[config.mk]
export PLATFORM = sky130hd
export DESIGN_NAME = note_lane_drawer
export DESIGN_NICKNAME = d
export VERILOG_FILES = /design/src/rtl/note_lane_pkg.sv /design/src/rtl/note_lane_drawer_pixel_scan_counter.sv /design/src/rtl/note_lane_drawer.sv
export SDC_FILE = /design/constraint.sdc
export NUM_CORES = 1
export LEC_CHECK = 0
export BUFFER_PORTS_ARGS = -buffer_cell sky130_fd_sc_hd__buf_2
export CAP_MARGIN = 5
export CORE_ASPECT_RATIO = 2
export CORE_MARGIN = 3
export CORE_UTILIZATION = 24
export CTS_CLUSTER_SIZE = 12
export DETAILED_ROUTE_END_ITERATION = 6
export PLACE_DENSITY = 0.54
export SLEW_MARGIN = 20
export SYNTH_ARGS = -nofsm -noshare
export SYNTH_HDL_FRONTEND = slang
export SYNTH_SLANG_ARGS = --single-unit
export TNS_END_PERCENT = 50
[constraint.sdc]
create_clock -name clk -period 1.8 [get_ports clk]
set_input_delay 0.09 -clock clk [delete_from_list [all_inputs] [get_ports clk]]
set_output_delay 0.09 -clock clk [all_outputs]
set_load 0.005 [all_outputs]
[src/rtl/note_lane_pkg.sv]
// Shared types and constants for the note lane drawer.
// Holds the FSM state enum, pixel colour codes and the colour priority helper.
package note_lane_pkg;

    typedef enum logic [1:0] {
        ST_IDLE = 2'd0,
        ST_DRAW = 2'd1,
        ST_DONE = 2'd2
    } state_t;

    localparam logic [2:0] COL_RED = 3'b100;
    localparam logic [2:0] COL_YEL = 3'b110;
    localparam logic [2:0] COL_BG  = 3'b000;

    // Red has priority over yellow when a slot carries both notes.
    function automatic logic [2:0] pick_colour(
        input logic r,
        input logic yl
    );
        if (r)
            return COL_RED;
        else if (yl)
            return COL_YEL;
        else
            return COL_BG;
    endfunction

endpackage

[src/rtl/note_lane_drawer_pixel_scan_counter.sv]
// Row-major dx/dy scan over one SQ_W x SQ_W square.
// Ports: clk, reset (async, active-high), en (advance one pixel),
// dx/dy (current pixel offset), eos (en on the square's last pixel).
module pixel_scan_counter #(
    parameter int SQ_W = 4,
    parameter int DW   = (SQ_W > 1) ? $clog2(SQ_W) : 1
) (
    input  logic          clk,
    input  logic          reset,
    input  logic          en,
    output logic [DW-1:0] dx,
    output logic [DW-1:0] dy,
    output logic          eos
);

    localparam logic [DW-1:0] LAST = DW'(SQ_W - 1);

    assign eos = en && (dx == LAST) && (dy == LAST);

    always_ff @(posedge clk or posedge reset) begin
        if (reset) begin
            dx <= '0;
            dy <= '0;
        end else if (en) begin
            if (dx == LAST) begin
                dx <= '0;
                dy <= (dy == LAST) ? '0 : dy + 1'b1;
            end else begin
                dx <= dx + 1'b1;
            end
        end
    end

endmodule

[src/rtl/note_lane_drawer.sv]
// Draws a lane of NUM_SLOTS note squares, one pixel per clock, to a VGA adapter.
// Ports: clk, reset (async, active-high), start, red_seq/yel_seq (note bits);
// x/y/colour/plot (registered pixel write), busy, done (completion pulse).
// Macro NOTE_LANE_SKIP_EMPTY_EN: empty slots take one non-plot cycle instead
// of being erased pixel by pixel.
module note_lane_drawer
    import note_lane_pkg::*;
#(
    parameter int NUM_SLOTS  = 10,
    parameter int SQ_W       = 4,
    parameter int SLOT_PITCH = 8,
    parameter int BASE_X     = 8,
    parameter int BASE_Y     = 56
) (
    input  logic                 clk,
    input  logic                 reset,
    input  logic                 start,
    input  logic [NUM_SLOTS-1:0] red_seq,
    input  logic [NUM_SLOTS-1:0] yel_seq,
    output logic [7:0]           x,
    output logic [6:0]           y,
    output logic [2:0]           colour,
    output logic                 plot,
    output logic                 busy,
    output logic                 done
);

    localparam int SW = (NUM_SLOTS > 1) ? $clog2(NUM_SLOTS) : 1;
    localparam int DW = (SQ_W > 1) ? $clog2(SQ_W) : 1;
    localparam logic [SW-1:0] LAST_SLOT = SW'(NUM_SLOTS - 1);

    state_t               state;
    logic [NUM_SLOTS-1:0] red_q;
    logic [NUM_SLOTS-1:0] yel_q;
    logic [NUM_SLOTS-1:0] src_r;
    logic [NUM_SLOTS-1:0] src_y;
    logic [SW-1:0]        slot;
    logic [DW-1:0]        dx;
    logic [DW-1:0]        dy;
    logic                 fin;
    logic                 eos;
    logic                 emit;
    logic                 skip;
    logic                 cnt_en;
    logic                 slot_adv;
    logic                 last;
    logic                 cur_r;
    logic                 cur_y;
    logic [7:0]           px;
    logic [6:0]           py;

    // The scan counters always point at the pixel to emit next; the
    // accepting edge emits pixel 0 straight from the live inputs so the
    // first plot appears the cycle right after start is taken.
    assign emit = (state == ST_IDLE && start)
               || (state == ST_DRAW && !fin);
    assign src_r = (state == ST_IDLE) ? red_seq : red_q;
    assign src_y = (state == ST_IDLE) ? yel_seq : yel_q;
    assign cur_r = src_r[slot];
    assign cur_y = src_y[slot];

`ifdef NOTE_LANE_SKIP_EMPTY_EN
    assign skip = !(cur_r || cur_y);
`else
    assign skip = 1'b0;
`endif

    assign cnt_en   = emit && !skip;
    assign slot_adv = emit && (skip || eos);
    assign last     = slot_adv && (slot == LAST_SLOT);

    assign px = 8'(32'(BASE_X) + 32'(slot) * 32'(SLOT_PITCH) + 32'(dx));
    assign py = 7'(32'(BASE_Y) + 32'(dy));

    pixel_scan_counter #(
        .SQ_W (SQ_W),
        .DW   (DW)
    ) u_scan (
        .clk   (clk),
        .reset (reset),
        .en    (cnt_en),
        .dx    (dx),
        .dy    (dy),
        .eos   (eos)
    );

    always_ff @(posedge clk or posedge reset) begin
        if (reset) begin
            state  <= ST_IDLE;
            x      <= '0;
            y      <= '0;
            colour <= '0;
            plot   <= 1'b0;
            busy   <= 1'b0;
            done   <= 1'b0;
            red_q  <= '0;
            yel_q  <= '0;
            slot   <= '0;
            fin    <= 1'b0;
        end else begin
            done <= 1'b0;
            plot <= 1'b0;
            unique case (state)
                ST_IDLE: begin
                    if (start) begin
                        state <= ST_DRAW;
                        busy  <= 1'b1;
                        red_q <= red_seq;
                        yel_q <= yel_seq;
                    end
                end
                ST_DRAW: begin
                    // fin marks that the final pixel has been emitted.
                    if (fin) begin
                        state <= ST_DONE;
                        done  <= 1'b1;
                        fin   <= 1'b0;
                    end
                end
                ST_DONE: begin
                    state <= ST_IDLE;
                    busy  <= 1'b0;
                end
                default: state <= ST_IDLE;
            endcase
            if (cnt_en) begin
                plot   <= 1'b1;
                x      <= px;
                y      <= py;
                colour <= pick_colour(cur_r, cur_y);
            end
            if (slot_adv)
                slot <= (slot == LAST_SLOT) ? '0 : slot + 1'b1;
            if (last)
                fin <= 1'b1;
        end
    end

endmodule

==> impl_metrics.env, run 1 <==
export IMPL_outcome="finished clean"
export IMPL_hp_class="input pin to flop"
export IMPL_grt_total_usage_pct=10.7
export IMPL_synth_area_per_cell_um2=11.3
export IMPL_ys_types=37
export IMPL_avgRoutedWirePerCell_um=14.7
export IMPL_period_share_pct=97.3
export IMPL_placed_area_mm2=0.00259
export IMPL_ant_nets=0
export IMPL_cp_end_kind="flop"
export IMPL_dr_pass1_iters=4
export IMPL_critPathRequiredTime_ns=1.98
export IMPL_placementRows=49
export IMPL_port_buffers=39
export IMPL_drv_cap=0
export IMPL_path_class="flop to flop"
export IMPL_drive_gt1_share_pct=40.0
export IMPL_synth_cells=199
export IMPL_synth_edf_count=0
export IMPL_min_period_ns=1.75
export IMPL_tns_ns=0
export IMPL_core_area_mm2=0.00907
export IMPL_clkTransAtPathRegs_ns=0.06
export IMPL_netlist_area_mm2=0.00225
export IMPL_hold_viol=0
export IMPL_max_freq_mhz=571
export IMPL_cts_buffer_depth=2
export IMPL_gp_congestion=0.857
export IMPL_vias_per_cell=4.72
export IMPL_yosysSeqAreaShare_pct=51.1
export IMPL_antenna_found_initial=0
export IMPL_ir_drop_mv=0.453
export IMPL_io_pins=44
export IMPL_floorplan_initialDensity_pct=24.8
export IMPL_grt_pass1_vias=1773
export IMPL_power_leakage_nw=1.23
export IMPL_cts_tree="yes"
export IMPL_grt_max_degree=22
export IMPL_slew_viol_final=0
export IMPL_clkLatencyLatePin_ns=0.28
export IMPL_skew_ns=0.00645
export IMPL_fp_dieH_um=143
export IMPL_worstPathArrival_ns=1.93
export IMPL_n_fill_cell=958
export IMPL_overflow=0
export IMPL_cts_root_buf="clkbuf_16"
export IMPL_dp_hpwl_um=4110
export IMPL_postLayoutCellArea_mm2=0.00277
export IMPL_fin_hold_ws_ns=0.0514
export IMPL_syn_to_final_growth_pct=23.0
export IMPL_yosys_warnings=0
export IMPL_dieWidth_um=74.5
export IMPL_numCtsBuffers=5
export IMPL_rsz0062_at_grt="yes"
export IMPL_startpoint_type="flop"
export IMPL_synth_seq_cells=46
export IMPL_drt_iter0_markers=91
export IMPL_htreeDepth=2
export IMPL_synthFlopType="dfrtp_1"
export IMPL_worst_slack_ns=0.0492
export IMPL_nets=272
export IMPL_dieArea_mm2=0.0106
export IMPL_place_ws_ns=-0.00940
export IMPL_drt_wl_total_um=5090
export IMPL_powerDensity_mw_per_mm2=1370
export IMPL_antenna_cells=0
export IMPL_path_max_fanout=4
export IMPL_setup_violations=0
export IMPL_synth_async_sr_flop_share_pct=100
export IMPL_dr_total_vias=1638
export IMPL_numClockSinks=46
export IMPL_grt_pass1_wl_um=8580
export IMPL_detail_route_drc_violations=0
[power breakdown]
| group | leakage, nW | switching [mW] | total [mW] | internal, mW |
|---|---|---|---|---|
| Clock | 0.0640 | 0.354 | 0.862 | 0.508 |
| Sequential | 0.549 | 0.265 | 1.65 | 1.39 |
| Combinational | 0.614 | 0.571 | 1.29 | 0.715 |
[area by class of cell]
type | instances | area (um^2) | share of cell area (%)
Clock buffer | 7 | 133 | 4.79
Inverter | 6 | 22.5 | 0.814
Multi-Input combinational cell | 133 | 1000 | 36.2
Sequential cell | 46 | 1150 | 41.6
Tap cell | 102 | 128 | 4.61
Timing Repair Buffer | 53 | 332 | 12.0
[cells by family (layout without fill, tap and decap cells)]
group                    after synthesis  after routing  synth area share, %
AO/OA/AOI/OAI                         24             24                 6.84
other                                  1              4                0.167
buffers and inverters                 23             66                 5.50
adder cells (fa/ha/maj)                4              4                 2.22
XOR/XNOR                               2              2                0.778
multiplexers                          35             35                 19.4
flip-flops                            46             46                 51.1
AND/OR/NAND/NOR                       64             64                 14.0
[timing repair]
item / 4_1_cts / 5_1_grt
resized for setup: 0 / 4
pin swaps: 1 / 2
setup buffers: 1 / 0
hold endpoints to repair: 19 / 0
endpoints found under the setup margin: 1 / 2
hold buffers: 1 / 0
[flip-flops by register name (all words and copies together) (netlist names), 2 cells and up]
signal     flops
state          2
u_scan.dx      2
colour         2
y              3
x              7
u_scan.dy      2
red_q         10
slot           4
yel_q         10
[cells in the final DEF (no fill, tap or decap), types with 5 or more instances in the layout]
cell       Yosys  routed
buf_4          7      10
clkbuf_16      0       5
dfrtp_1       46      46
mux2_2        29      29
a21oi_1        9       9
nand3_1        8       8
nor2_1        10      10
nand2_1       24      23
nand4_1        6       6
inv_1          6       5
buf_2          3      39
[metrics by stage]
step / power (mW) / cells / util [%]
floorplan: 2.49 / 202 / -
detailed placement: 2.94 / 338 / 28.5
finish: 3.80 / 347 / 30.5
global route: 4.09 / 347 / 30.5
CTS: 3.83 / 347 / 30.3
global placement: 2.89 / 338 / 28.5
[Yosys cell counts, types with 3 or more instances]
library cell / number / area share (%)
nor2_1: 10 / 1.7
mux2_2: 29 / 15
clkbuf_1: 6 / 1.0
nand3_1: 8 / 1.8
o21ai_0: 3 / 0.67
buf_4: 7 / 2.3
dfrtp_1: 46 / 51
ha_1: 4 / 2.2
inv_1: 6 / 1.0
nand4_1: 6 / 1.7
nand2_1: 24 / 4.0
mux4_2: 4 / 4.0
nor3_1: 3 / 0.67
buf_2: 3 / 0.67
a21oi_1: 9 / 2.0
[layer usage]
layer | track usage, % | up-vias | part of all wire (%)
li1 | - | 785 | -
met1 | 11.0 | 810 | 35
met2 | 20.0 | 36 | 59
met3 | 2.18 | 7 | 4.2
met4 | 4.78 | 0 | 2.1
met5 | 0 | - | 0
[worst max-delay path: stages, from the launching register on]
cell	delay [ns]
dfrtp_1	0.40
nor2_4	0.21
buf_12	0.14
mux4_2	0.52
nand2_2	0.09
nand4_1	0.12
o22a_1	0.17
[path summary, 6_finish.rpt]
check | from | end | slack (ns) | cells after the start
setup reg to reg | state[0]$_DFFE_PP0P_ | colour[2]$_DFFE_PP0N_ | 0.05 | 6
setup / recovery | state[0]$_DFFE_PP0P_ | colour[2]$_DFFE_PP0N_ | 0.05 | 6
hold / removal | red_seq[8] | red_q[8]$_DFFE_PP0P_ | 0.05 | 2
min in group asynchronous | reset | red_q[8]$_DFFE_PP0P_ | 0.36 | 3
max in group asynchronous | reset | yel_q[0]$_DFFE_PP0P_ | 0.90 | 4
hold reg to reg | y[1]$_DFFE_PP0N_ | y[1]$_DFFE_PP0N_ | 0.50 | 1
No activity file was read; power rests on OpenSTA's default activity.
==> run 2: changes to the inputs <==
--- a/config.mk
+++ b/config.mk
@@ -5,6 +5,7 @@
 export SDC_FILE = /design/constraint.sdc
 export NUM_CORES = 1
 export LEC_CHECK = 0
+export ABC_AREA = 1
 export BUFFER_PORTS_ARGS = -buffer_cell sky130_fd_sc_hd__buf_2
 export CAP_MARGIN = 5
 export CORE_ASPECT_RATIO = 2
@@ -12,7 +13,7 @@
 export CORE_UTILIZATION = 24
 export CTS_CLUSTER_SIZE = 12
 export DETAILED_ROUTE_END_ITERATION = 6
-export PLACE_DENSITY = 0.54
+export PLACE_DENSITY = 0.53
 export SLEW_MARGIN = 20
 export SYNTH_ARGS = -nofsm -noshare
 export SYNTH_HDL_FRONTEND = slang
==> run 2 against run 1 <==
Effect of this change:
- die area rose by 3.1%
- cell count grew 27%
- count of clock-buffer cells in the layout fell by 1
- utilization down 0.82 points
- critical path depth is 4 higher
- area after synthesis up 3.3%
- clock skew shrank 0.0010 ns
- clock power is 10% higher
- sequential share of layout area fell by 0.26 points
- largest cell class unchanged
- largest power group is now combinational cells
==> impl_metrics.env, run 2 <==
export IMPL_outcome="finished clean"
export IMPL_min_period_ns=1.57
export IMPL_ys_types=26
export IMPL_synthTopCellsByCount="84 x nand2_1, 46 x dfrtp_1, 43 x inv_1"
export IMPL_synth_edf_count=0
export IMPL_worst_slack_ns=0.227
export IMPL_sw_frac_of_total_pct=40.0
export IMPL_ant_nets=0
export IMPL_vias_per_cell=4.37
export IMPL_cts_root_buf="clkbuf_16"
export IMPL_postLayoutCellArea_mm2=0.00279
export IMPL_relSlewSlack_pct=66.1
export IMPL_synth_seq_cells=46
export IMPL_nets=363
export IMPL_reg_top3="red_q x10, yel_q x10, x x7"
export IMPL_clock_power_share_pct=20.2
export IMPL_layout_commonest_cell="nand2_1"
export IMPL_cp_slowest_cell="dfrtp_1"
export IMPL_grt_max_degree=30
export IMPL_max_freq_mhz=636
export IMPL_dr_pass1_iters=4
export IMPL_drt_iter0_markers=110
export IMPL_grt_pass1_wl_um=9300
export IMPL_post_cts_setup_buffers=0
export IMPL_synth_area_per_cell_um2=7.80
export IMPL_skew_ns=0.00543
export IMPL_hp_class="input pin to flop"
export IMPL_synth_top_area_share_pct=49.5
export IMPL_placed_cells=432
export IMPL_antenna_found_initial=0
export IMPL_avgRoutedWirePerCell_um=12.7
export IMPL_final_core_util_pct=29.7
export IMPL_period_share_pct=87.4
export IMPL_synth_cells=298
export IMPL_dr_total_vias=1926
export IMPL_path_class="flop to flop"
export IMPL_fin_hold_ws_ns=0.0656
export IMPL_crit_top_cell="nand2_2"
export IMPL_startpoint_type="flop"
export IMPL_path_max_fanout=23
export IMPL_final_cell_count_no_fill=441
export IMPL_synth_area_leader_cell="dfrtp_1"
export IMPL_drv_cap=0
export IMPL_antenna_cells=0
export IMPL_yosysMostFrequentCell="nand2_1"
export IMPL_powerDensity_mw_per_mm2=1690
export IMPL_cts_buffer_depth=2
export IMPL_yosysSeqAreaShare_pct=49.5
export IMPL_grt_total_usage_pct=11.1
export IMPL_tns_ns=0
export IMPL_p_total_mw=4.70
export IMPL_p_switching_mw=1.88
export IMPL_dieWidth_um=75.6
export IMPL_core_area_mm2=0.00938
export IMPL_rsz0062_at_grt="no"
export IMPL_port_buffers=39
export IMPL_dieArea_mm2=0.0110
export IMPL_setup_violations=0
export IMPL_internal_power_mw=2.82
export IMPL_dp_hpwl_um=4280
export IMPL_drive_gt1_share_pct=19.6
export IMPL_clkLatencyLatePin_ns=0.29
export IMPL_floorplan_initialDensity_pct=24.8
export IMPL_overflow=0
export IMPL_htreeDepth=2
export IMPL_clkTransAtPathRegs_ns=0.07
export IMPL_yosys_warnings=0
export IMPL_synth_async_sr_flop_share_pct=100
export IMPL_critPathRequiredTime_ns=2.01
export IMPL_worst_slew_pin_slew_ns=0.507
export IMPL_drt_wl_total_um=5620
export IMPL_slew_viol_final=0
export IMPL_detail_route_drc_violations=0
export IMPL_ir_drop_mv=0.457
export IMPL_placed_area_mm2=0.00262
export IMPL_worstPathArrival_ns=1.78
export IMPL_power_leakage_nw=1.47
export IMPL_gp_congestion=0.830
export IMPL_power_frac_comb_pct=41.5
export IMPL_hold_viol=0
export IMPL_cp_slowest_stage_delay_ns=0.43
export IMPL_io_pins=44
export IMPL_final_cell_mix="84 x nand2_1, 46 x dfrtp_1, 42 x inv_1, 39 x buf_2, 35 x o21ai_0"
export IMPL_cp_end_kind="flop"
export IMPL_syn_to_final_growth_pct=19.8
export IMPL_cp_cell_sequence="nor2_2, buf_12, nand2_1, nand2_2, nand2_1, inv_2, nand2_2, inv_2, nand2_2, o22ai_1"
export IMPL_cts_tree="yes"
export IMPL_p_seq_share_pct=38.4
export IMPL_synthFlopType="dfrtp_1"
export IMPL_placementRows=50
export IMPL_fp_dieH_um=145
export IMPL_numCtsBuffers=5
export IMPL_place_ws_ns=0.220
export IMPL_netlist_area_mm2=0.00232
export IMPL_synthTopCellsByArea="dfrtp_1 50%, nand2_1 14%, o21ai_0 7.5%"
export IMPL_grt_pass1_vias=1957
export IMPL_numClockSinks=46
==> run 2: cell count changes after synthesis, sizes merged, moves of 3 or more <==
| cell | change |
|---|---|
| nand2 | +64 |
| inv | +41 |
| o21ai | +32 |
| mux2 | -28 |
| nand3 | +25 |
| a21oi | -7 |
| nand4 | -6 |
| mux4 | -4 |
| nor2 | -3 |
| o22ai | +3 |
==> run 2: what timing repair did <==
action,4_1_cts,5_1_grt
gates resized for setup,0,1
hold buffers,1,0
setup endpoints to repair,0,2
endpoints found under the hold margin,21,0
==> run 2: kinds of logic (layout without fill, tap and decap cells) <==
family	after synthesis	count (layout)	synth area share, %
and+or+nand+nor	133	133	24.3
buffers and inverters	66	102	12.5
DFF	46	46	49.5
AOI/OAI and AO/OA	45	45	10.1
adders and majority gates	4	4	2.15
xor gates and xnor gates	2	2	0.754
other	1	4	0.161
muxes	1	1	0.484
==> run 2: area by class of cell <==
cell class	instances	area [um^2]
Clock buffer	6	139
Clock inverter	2	12.5
Fill cell	1027	6600
Inverter	48	184
Multi-Input combinational cell	189	893
Sequential cell	46	1150
Tap cell	104	130
Timing Repair Buffer	46	275
==> run 2: per-layer routing <==
| layer | track usage [%] | up-vias | part of all wire, % |
|---|---|---|---|
| met5 | 0 | - | 0 |
| met4 | 4.20 | 0 | 1.5 |
| met3 | 2.36 | 7 | 4.6 |
| met2 | 19.6 | 41 | 55 |
| met1 | 12.3 | 885 | 38 |
| li1 | - | 993 | - |
==> run 2: final timing paths <==
path | start | endpoint | slack, ns | cells past startpoint
worst max-delay path | state[1]$_DFFE_PP0P_ | slot[3]$_DFFE_PP0P_ | 0.23 | 10
worst min-delay path | yel_seq[8] | yel_q[8]$_DFFE_PP0P_ | 0.07 | 2
worst max register to register | state[1]$_DFFE_PP0P_ | slot[3]$_DFFE_PP0P_ | 0.23 | 10
worst min register to register | y[0]$_DFFE_PP0N_ | y[0]$_DFFE_PP0N_ | 0.47 | 2
max in group asynchronous | reset | red_q[6]$_DFFE_PP0P_ | 0.90 | 4
min in group asynchronous | reset | busy$_DFFE_PP0P_ | 0.38 | 3
==> run 2: critical path: cells and delay by family (launching register included) <==
| family | cells | cell delay, ns |
|---|---|---|
| and+or+nand+nor | 6 | 0.60 |
| AOI/OAI and AO/OA | 1 | 0.11 |
| DFF | 1 | 0.43 |
| buffers and inverters | 3 | 0.35 |
==> run 2: power groups by stage <==
stage | combinational, mW | sequential (mW) | clock (mW)
CTS | 2.00 | 1.80 | 0.984
finish | 1.95 | 1.80 | 0.948
detailed placement | 1.98 | 1.82 | 0
floorplan | 1.47 | 1.72 | 0
global placement | 1.97 | 1.80 | 0
global route | 2.29 | 1.87 | 1.02
